File: config.mk
export PLATFORM = sky130hd
export DESIGN_NAME = eflags_wb_ctrl
export DESIGN_NICKNAME = d
export VERILOG_FILES = /design/src/rtl/eflags_pkg.sv /design/src/rtl/eflags_merge.sv /design/src/rtl/eflags_wb_ctrl.sv
export SDC_FILE = /design/constraint.sdc
export NUM_CORES = 1
export LEC_CHECK = 0
export BUFFER_PORTS_ARGS = -buffer_cell sky130_fd_sc_hd__clkbuf_2
export CAP_MARGIN = 20
export CORE_ASPECT_RATIO = 1.25
export CORE_MARGIN = 1.5
export CORE_UTILIZATION = 34
export DETAILED_ROUTE_END_ITERATION = 8
export MAX_ROUTING_LAYER = met4
export PLACE_DENSITY = 0.85
export SLEW_MARGIN = 10
export SYNTH_ARGS = -nofsm -noshare
export SYNTH_HDL_FRONTEND = slang
export SYNTH_SLANG_ARGS = --single-unit
File: constraint.sdc
create_clock -name clk -period 3 [get_ports clk]
set_input_delay 0.6 -clock clk [delete_from_list [all_inputs] [get_ports clk]]
set_output_delay 0.6 -clock clk [all_outputs]
set_load 0.03 [all_outputs]
File: src/rtl/eflags_pkg.sv
// Shared constants for the EFLAGS write-back path: flag bit positions,
// writable-bit mask, controller state encoding and mask widening helper.
package eflags_pkg;

   localparam int unsigned FLAGS_W = 32;
   localparam int unsigned MASK_W  = 12;

   localparam int unsigned CF_BIT = 0;
   localparam int unsigned PF_BIT = 2;
   localparam int unsigned AF_BIT = 4;
   localparam int unsigned ZF_BIT = 6;
   localparam int unsigned SF_BIT = 7;
   localparam int unsigned DF_BIT = 10;
   localparam int unsigned OF_BIT = 11;

   // Bits 0,2,4,6,7,10,11 are architecturally writable; the rest read as zero
   localparam logic [MASK_W-1:0] WR_MASK = 12'hCD5;

   typedef enum logic [1:0] {
      ST_RUN    = 2'd0,
      ST_DRAIN  = 2'd1,
      ST_SYS_WR = 2'd2
   } wb_state_e;

   // Restrict a port mask to writable bits and zero-extend to the flag width
   function automatic logic [FLAGS_W-1:0] eff_mask(input logic [MASK_W-1:0] m);
      return FLAGS_W'(m & WR_MASK);
   endfunction

endpackage

File: src/rtl/eflags_merge.sv
// Combinational masked merge of a new flag word into the current one.
module eflags_merge
   import eflags_pkg::*;
(
   input  logic [FLAGS_W-1:0] old_flags,
   input  logic [FLAGS_W-1:0] new_flags,
   input  logic [MASK_W-1:0]  mask,
   output logic [FLAGS_W-1:0] next_flags
);

   logic [FLAGS_W-1:0] m;

   always_comb begin
      m          = eff_mask(mask);
      next_flags = (old_flags & ~m) | (new_flags & m);
   end

endmodule

File: src/rtl/eflags_wb_ctrl.sv
// Architectural EFLAGS register with EX / system-port write arbitration,
// per-flag write masking and an in-flight flag-writer counter.
module eflags_wb_ctrl
   import eflags_pkg::*;
#(
   parameter int unsigned       PEND_W      = 3,
   parameter logic [FLAGS_W-1:0] RESET_FLAGS = 32'h0000_0000
) (
   input  logic               clk,
   input  logic               rst_n,
   input  logic               issue_inc,
   output logic               issue_ready,
   input  logic               ex_valid,
   output logic               ex_ready,
   input  logic [FLAGS_W-1:0] ex_flags,
   input  logic [MASK_W-1:0]  ex_mask,
   input  logic               sys_valid,
   output logic               sys_ready,
   input  logic [FLAGS_W-1:0] sys_flags,
   input  logic [MASK_W-1:0]  sys_mask,
   output logic [FLAGS_W-1:0] flags_q,
   output logic               flags_stall,
   output logic               pend_err
);

   localparam logic [PEND_W-1:0] PEND_MAX  = '1;
   localparam logic [PEND_W-1:0] PEND_ZERO = '0;
   localparam logic [PEND_W-1:0] PEND_ONE  = PEND_W'(1);
   localparam logic [FLAGS_W-1:0] RESET_VAL = RESET_FLAGS & eff_mask(WR_MASK);

   wb_state_e          state_q, state_d;
   logic [PEND_W-1:0]  pend_q, pend_d;
   logic               pend_err_d;
   logic               ex_xfer;
   logic               sys_acc;
   logic               inc_acc;
   logic [FLAGS_W-1:0] ex_next;
   logic [FLAGS_W-1:0] sys_next;
   logic [FLAGS_W-1:0] flags_d;

   eflags_merge u_ex_merge (
      .old_flags  (flags_q),
      .new_flags  (ex_flags),
      .mask       (ex_mask),
      .next_flags (ex_next)
   );

   eflags_merge u_sys_merge (
      .old_flags  (flags_q),
      .new_flags  (sys_flags),
      .mask       (sys_mask),
      .next_flags (sys_next)
   );

   // State register
   always_ff @(posedge clk) begin
      if (!rst_n) begin
         state_q <= ST_RUN;
      end else begin
         state_q <= state_d;
      end
   end

   // Next state and handshake outputs; EX always wins, sys waits for an empty pipe
   always_comb begin
      state_d     = state_q;
      ex_ready    = 1'b1;
      sys_ready   = 1'b0;
      issue_ready = 1'b0;
      ex_xfer     = 1'b0;
      sys_acc     = 1'b0;
      case (state_q)
         ST_RUN: begin
            ex_xfer     = ex_valid;
            issue_ready = (pend_q != PEND_MAX) | ex_valid;
            if (sys_valid && !ex_valid) begin
               state_d = ST_DRAIN;
            end
         end
         ST_DRAIN: begin
            ex_xfer = ex_valid;
            if (!sys_valid) begin
               state_d = ST_RUN;
            end else if ((pend_q == PEND_ZERO) && !ex_valid) begin
               state_d = ST_SYS_WR;
            end
         end
         ST_SYS_WR: begin
            ex_ready  = 1'b0;
            sys_ready = 1'b1;
            sys_acc   = sys_valid;
            state_d   = ST_RUN;
         end
         default: begin
            state_d = ST_RUN;
         end
      endcase
   end

   // Pending-writer counter with sticky overflow/underflow detection
   always_comb begin
      pend_d     = pend_q;
      pend_err_d = pend_err;
      inc_acc    = issue_inc & issue_ready;
      if (issue_inc && !issue_ready) begin
         pend_err_d = 1'b1;
      end
      if (inc_acc && !ex_xfer) begin
         pend_d = pend_q + PEND_ONE;
      end else if (!inc_acc && ex_xfer) begin
         if (pend_q == PEND_ZERO) begin
            pend_err_d = 1'b1;
         end else begin
            pend_d = pend_q - PEND_ONE;
         end
      end
   end

   // Flag write-back select
   always_comb begin
      flags_d = flags_q;
      if (ex_xfer) begin
         flags_d = ex_next;
      end else if (sys_acc) begin
         flags_d = sys_next;
      end
   end

   always_ff @(posedge clk) begin
      if (!rst_n) begin
         pend_q      <= PEND_ZERO;
         pend_err    <= 1'b0;
         flags_stall <= 1'b0;
         flags_q     <= RESET_VAL;
      end else begin
         pend_q      <= pend_d;
         pend_err    <= pend_err_d;
         flags_stall <= (pend_d != PEND_ZERO);
         flags_q     <= flags_d;
      end
   end

endmodule

# After elaboration in Yosys (flattened, before gate mapping)
# Cells that the tools add are included.
dict set report classes {
  addsub 2
  n_eq_ne 5
  n_mux 18
  n_bitwise 10
  n_reduce_logical 15
}
# cell count
set ops {}
lappend ops {{AND 32 x 12 -> 32 bit} 2}
lappend ops {{AND 32 bit} 2}
lappend ops {{two-way mux 32 bit} 2}
lappend ops {{NOT 12 -> 32 bit} 2}
lappend ops {{OR 32 bit} 2}
lappend ops {{two-way mux 1 bit} 9}
lappend ops {{two-way mux 3 bit} 3}
lappend ops {{two-way mux 2 bit} 3}
lappend ops {{!= test 3 bit (second input constant)} 2}
lappend ops {{logical AND 1 bit} 5}
lappend ops {{zero test 1 bit} 4}
lappend ops {{one-hot mux 2 bit (2 select lines)} 1}
lappend ops {{adder 3 x 1 -> 3 bit (second input constant)} 1}
lappend ops {{zero test 3 bit} 1}
lappend ops {{nonzero test 3 bit} 1}
lappend ops {{subtractor 3 x 1 -> 3 bit (second input constant)} 1}
lappend ops {{== test 2 x 1 -> 1 bit (second input constant)} 1}
lappend ops {{== test 2 bit (second input constant)} 1}
lappend ops {{zero test 2 bit} 1}
lappend ops {{!= test 2 bit (second input constant)} 1}
lappend ops {{AND reduction 2 bit} 1}
lappend ops {{nonzero test 2 bit} 1}
lappend ops {{OR reduction 2 bit} 1}
lappend ops {{AND 1 bit} 1}
lappend ops {{OR 1 bit} 1}
dict set report totals {
  register_bits 39
  out_inout_bits 37
  word_cells 55
}

# Logic depth before layout (Yosys ltp)
dict set report logic_depth {
  ltp_word 9
  ltp_mapped 6
}

# By module
# Synthesis repeated with hierarchy kept, for this count alone.
dict set report unflattened {
  cells_unflattened 298
  hier_area_um2 2462.4
}
# mod instances cells_per_inst area_each_um2 seq_area_each_um2
set modules_own_cells {}
lappend modules_own_cells {eflags_wb_ctrl 1 234 1876.8 780.7}
lappend modules_own_cells {eflags_merge 2 32 292.8 0.0}

# Worst setup path after synthesis
# OpenSTA, ideal clock, no wires.
dict set report synth_path {
  kind {register to output}
  from {register pend_q[0]}
  to {output issue_ready}
  arrival_time_ns 1.481
  required_ns 2.400
  slack_ns 0.919
  path_stages_with_launch 4
  path_buffers 0
  path_cell_list {dfxtp_1 -> ha_1 -> ha_1 -> a211oi_1}
}
dict set report synth_between {
  elab_chain_len 3
}
# item line
set synth_rtl {}
lappend synth_rtl {{start: declaration} eflags_wb_ctrl.sv:32} ;# logic [PEND_W-1:0] pend_q, pend_d;
lappend synth_rtl {{start signal: assignment} eflags_wb_ctrl.sv:136} ;# pend_q <= pend_d;
lappend synth_rtl {{!= test 3 bit} eflags_wb_ctrl.sv:75} ;# issue_ready = (pend_q != PEND_MAX) | ex_valid;
lappend synth_rtl {{OR 1 bit} eflags_wb_ctrl.sv:75}
lappend synth_rtl {{two-way mux 1 bit} eflags_wb_ctrl.sv:72} ;# case (state_q)
lappend synth_rtl {{end: declaration} eflags_wb_ctrl.sv:12} ;# output logic issue_ready,
# Every way passes these cells.

# Worst setup path after layout
# Same ends and word-level chain as after synthesis.

==> impl_metrics.ini <==
[run_status]
status = finished clean

[die]
die_h_um = 63.82
rows = 21
core_um2 = 2759
start_util_pct = 36.46
io_pins = 130
die-area_um2 = 3296
die_w_um = 51.65

[worst_setup_path]
crit_arrival_ps = 1510
crit_type = reg -> out
reg2regPathDepth = 6
startpoint_type = register
timing.rr.end = flags_stall
timing.critical_path.from = pend_q[0]
path_max_fanout = 4
worstReg2RegStart = pend_q[0]
endpoint_kind = output port
crit_required_ps = 2400
cp-endpoint = issue_ready
r2r_slack_ps = 960

[route]
dr.pass1.iters = 3
wl_mm = 2.128
wire_per_inst_um = 10.23
ant_nets = 0
via_count = 956
first_iter_violations = 11
drc = 0
via_per_inst = 4.596

[timing]
tns_ps = 0
finClkSkew_ps = 2.015
finalHoldViolations = 0
min_period_ps = 2110
rsz0062_at_grt = false
slew_headroom_pct = 62.58
setup-violations-final = 0
period_share_pct = 70.32
max_freq_ghz = 0.4740
slew_violations = 0
worst_slew_pin_slew_ps = 560.2

[synth]
seq_area_frac_synth_pct = 27.86
yosysMostFrequentCell = buf_4
yosys_warnings = 0
synth_top_area_cell = dfxtp_1
synth_common_cells = 25 x buf_4, 15 x nand2_1, 14 x dfxtp_1
syn-cell-area_um2 = 1006
async_flop_share_pct = 0
synth_cell_types = 32
synth.top_cell.area_share_pct = 27.86
synth.avg_cell_area_um2 = 7.679
ys_seq_elements = 14
synth_cells = 131
synth_edf_count = 0
synth_area_leaders = dfxtp_1 28%, buf_4 19%, a21oi_1 6.0%, a211oi_1 6.0%, nand2_1 5.6%
synthFlopType = dfxtp_1

[clock_network]
clk_pin_slew_ps = 90
cts_tree = done
cts_max_level = 1
root_buffer = clkbuf_4
cts_resized = 0
ctsLongestPathBuffers = 2
holdBufCountCts = 0
clk_latency_ps = 270
cts_setup_buffers = 0
cts_buffers = 3
clock_sinks = 14

[placed_design]
dp.cells = 204
io_buffers = 44
gp_congestion = 0.8105
dp_hpwl_mm = 1.672

[finish]
fin_cells = 208
utilization_pct = 43.31
antenna_cells = 0
nNetsFinal = 272
drive_above_1_share_pct = 30.46
area_delta_synth_final_pct = 18.78

[grt]
grt_antenna_before_repair = 0
grt_usage_pct = 13.23
grt-ovfl-total = 0
grt_max_degree = 14
grt_first_pass_wirelength_mm = 3.325
grt_pass1_vias = 787

[power_and_ir_drop]
cellLeakagePower_nw = 0.5972
p_per_area_nw_per_um2 = 434.3
ir_drop_mv = 0.1675

[min_path]
hold_class = reg -> reg
min_from = pend_err

[job]
cap_viol_max_count = 0
==> through the flow <==
stage	hold WS (ps)	power, W	area (um2)	setup WS (ps)
after floorplan	476.7	0.0003665	1096	919.4
after global placement	446.2	0.0003857	1159	944.8
after detailed placement	454.0	0.0003872	1159	960.1
after CTS	476.2	0.0005278	1195	866.7
after global routing	489.9	0.0005542	1195	785.4
final	471.7	0.0005190	1195	890.4
==> report_power, final <==
part	total [W]	switching (W)	internal, W
clock	0.000136	0.0000620	0.0000737
sequential	0.000212	0.0000105	0.000202
combinational	0.000171	0.000114	0.0000567
==> metal layers <==
| layer | track usage [%] | routed length, um | up-vias |
|---|---|---|---|
| met2 | 21.47 | 1003 | 42 |
| met3 | 2.336 | 159 | 2 |
| met5 | - | 0 | - |
| li1 | - | - | 493 |
| met4 | 3.947 | 8 | 0 |
| met1 | 16.62 | 957 | 419 |
==> placed cells by master (no fill, tap or decap) <==
cell / instances
a31oi_1: 1
clkbuf_4: 3
dfxtp_1: 14
nor2b_2: 1
conb_1: 25
nand4_1: 2
inv_1: 4
or4_1: 2
and3_1: 1
nand2_1: 15
or3_4: 1
nand2b_1: 2
and3b_1: 1
a31o_1: 1
a211oi_1: 8
clkbuf_2: 44
mux2_2: 1
ha_1: 4
nand3_1: 2
nor2b_1: 2
clkbuf_8: 1
o21a_1: 2
o41ai_1: 1
nor3_1: 1
a21o_1: 1
a21boi_2: 1
or3b_1: 1
nor2_1: 8
or2b_1: 1
nand3b_1: 2
o21ai_0: 8
a21oi_1: 12
buf_4: 1
==> cells by family after synthesis <==
| logic type | Yosys count | synth area share (%) |
|---|---|---|
| buffers and inverters | 34 | 22.14 |
| multiplexers | 1 | 1.119 |
| AO/OA/AOI/OAI | 35 | 21.64 |
| adder cells (fa/ha/maj) | 4 | 4.975 |
| AND/OR/NAND/NOR | 42 | 21.89 |
| other | 1 | 0.3728 |
| flip-flops | 14 | 27.86 |
==> critical path, cell delays in order (launching register included) <==
cell and delay [ps]:
dfxtp_1 340, ha_1 200, ha_1 190, a211oi_1 250, clkbuf_2 260
==> cell type report <==
class,count,area [um2]
Multi-Input combinational cell,107,593.1
Clock buffer,4,36.28
Inverter,4,15.01
Timing Repair Buffer,45,227.7
Sequential cell,14,280.3
Fill cell,299,1564
Tap cell,34,42.54
==> worst min-delay path by stage <==
stage	slack (ps)	endpoint	depth (start not counted)
2_1_floorplan	480	pend_q[1]	2
6_report	470	pend_err	1
5_1_grt	490	pend_err	1
4_1_cts	480	pend_err	1
3_3_place_gp	450	pend_err	1
3_5_place_dp	450	pend_err	1
Power figures use the tool's default switching activity.
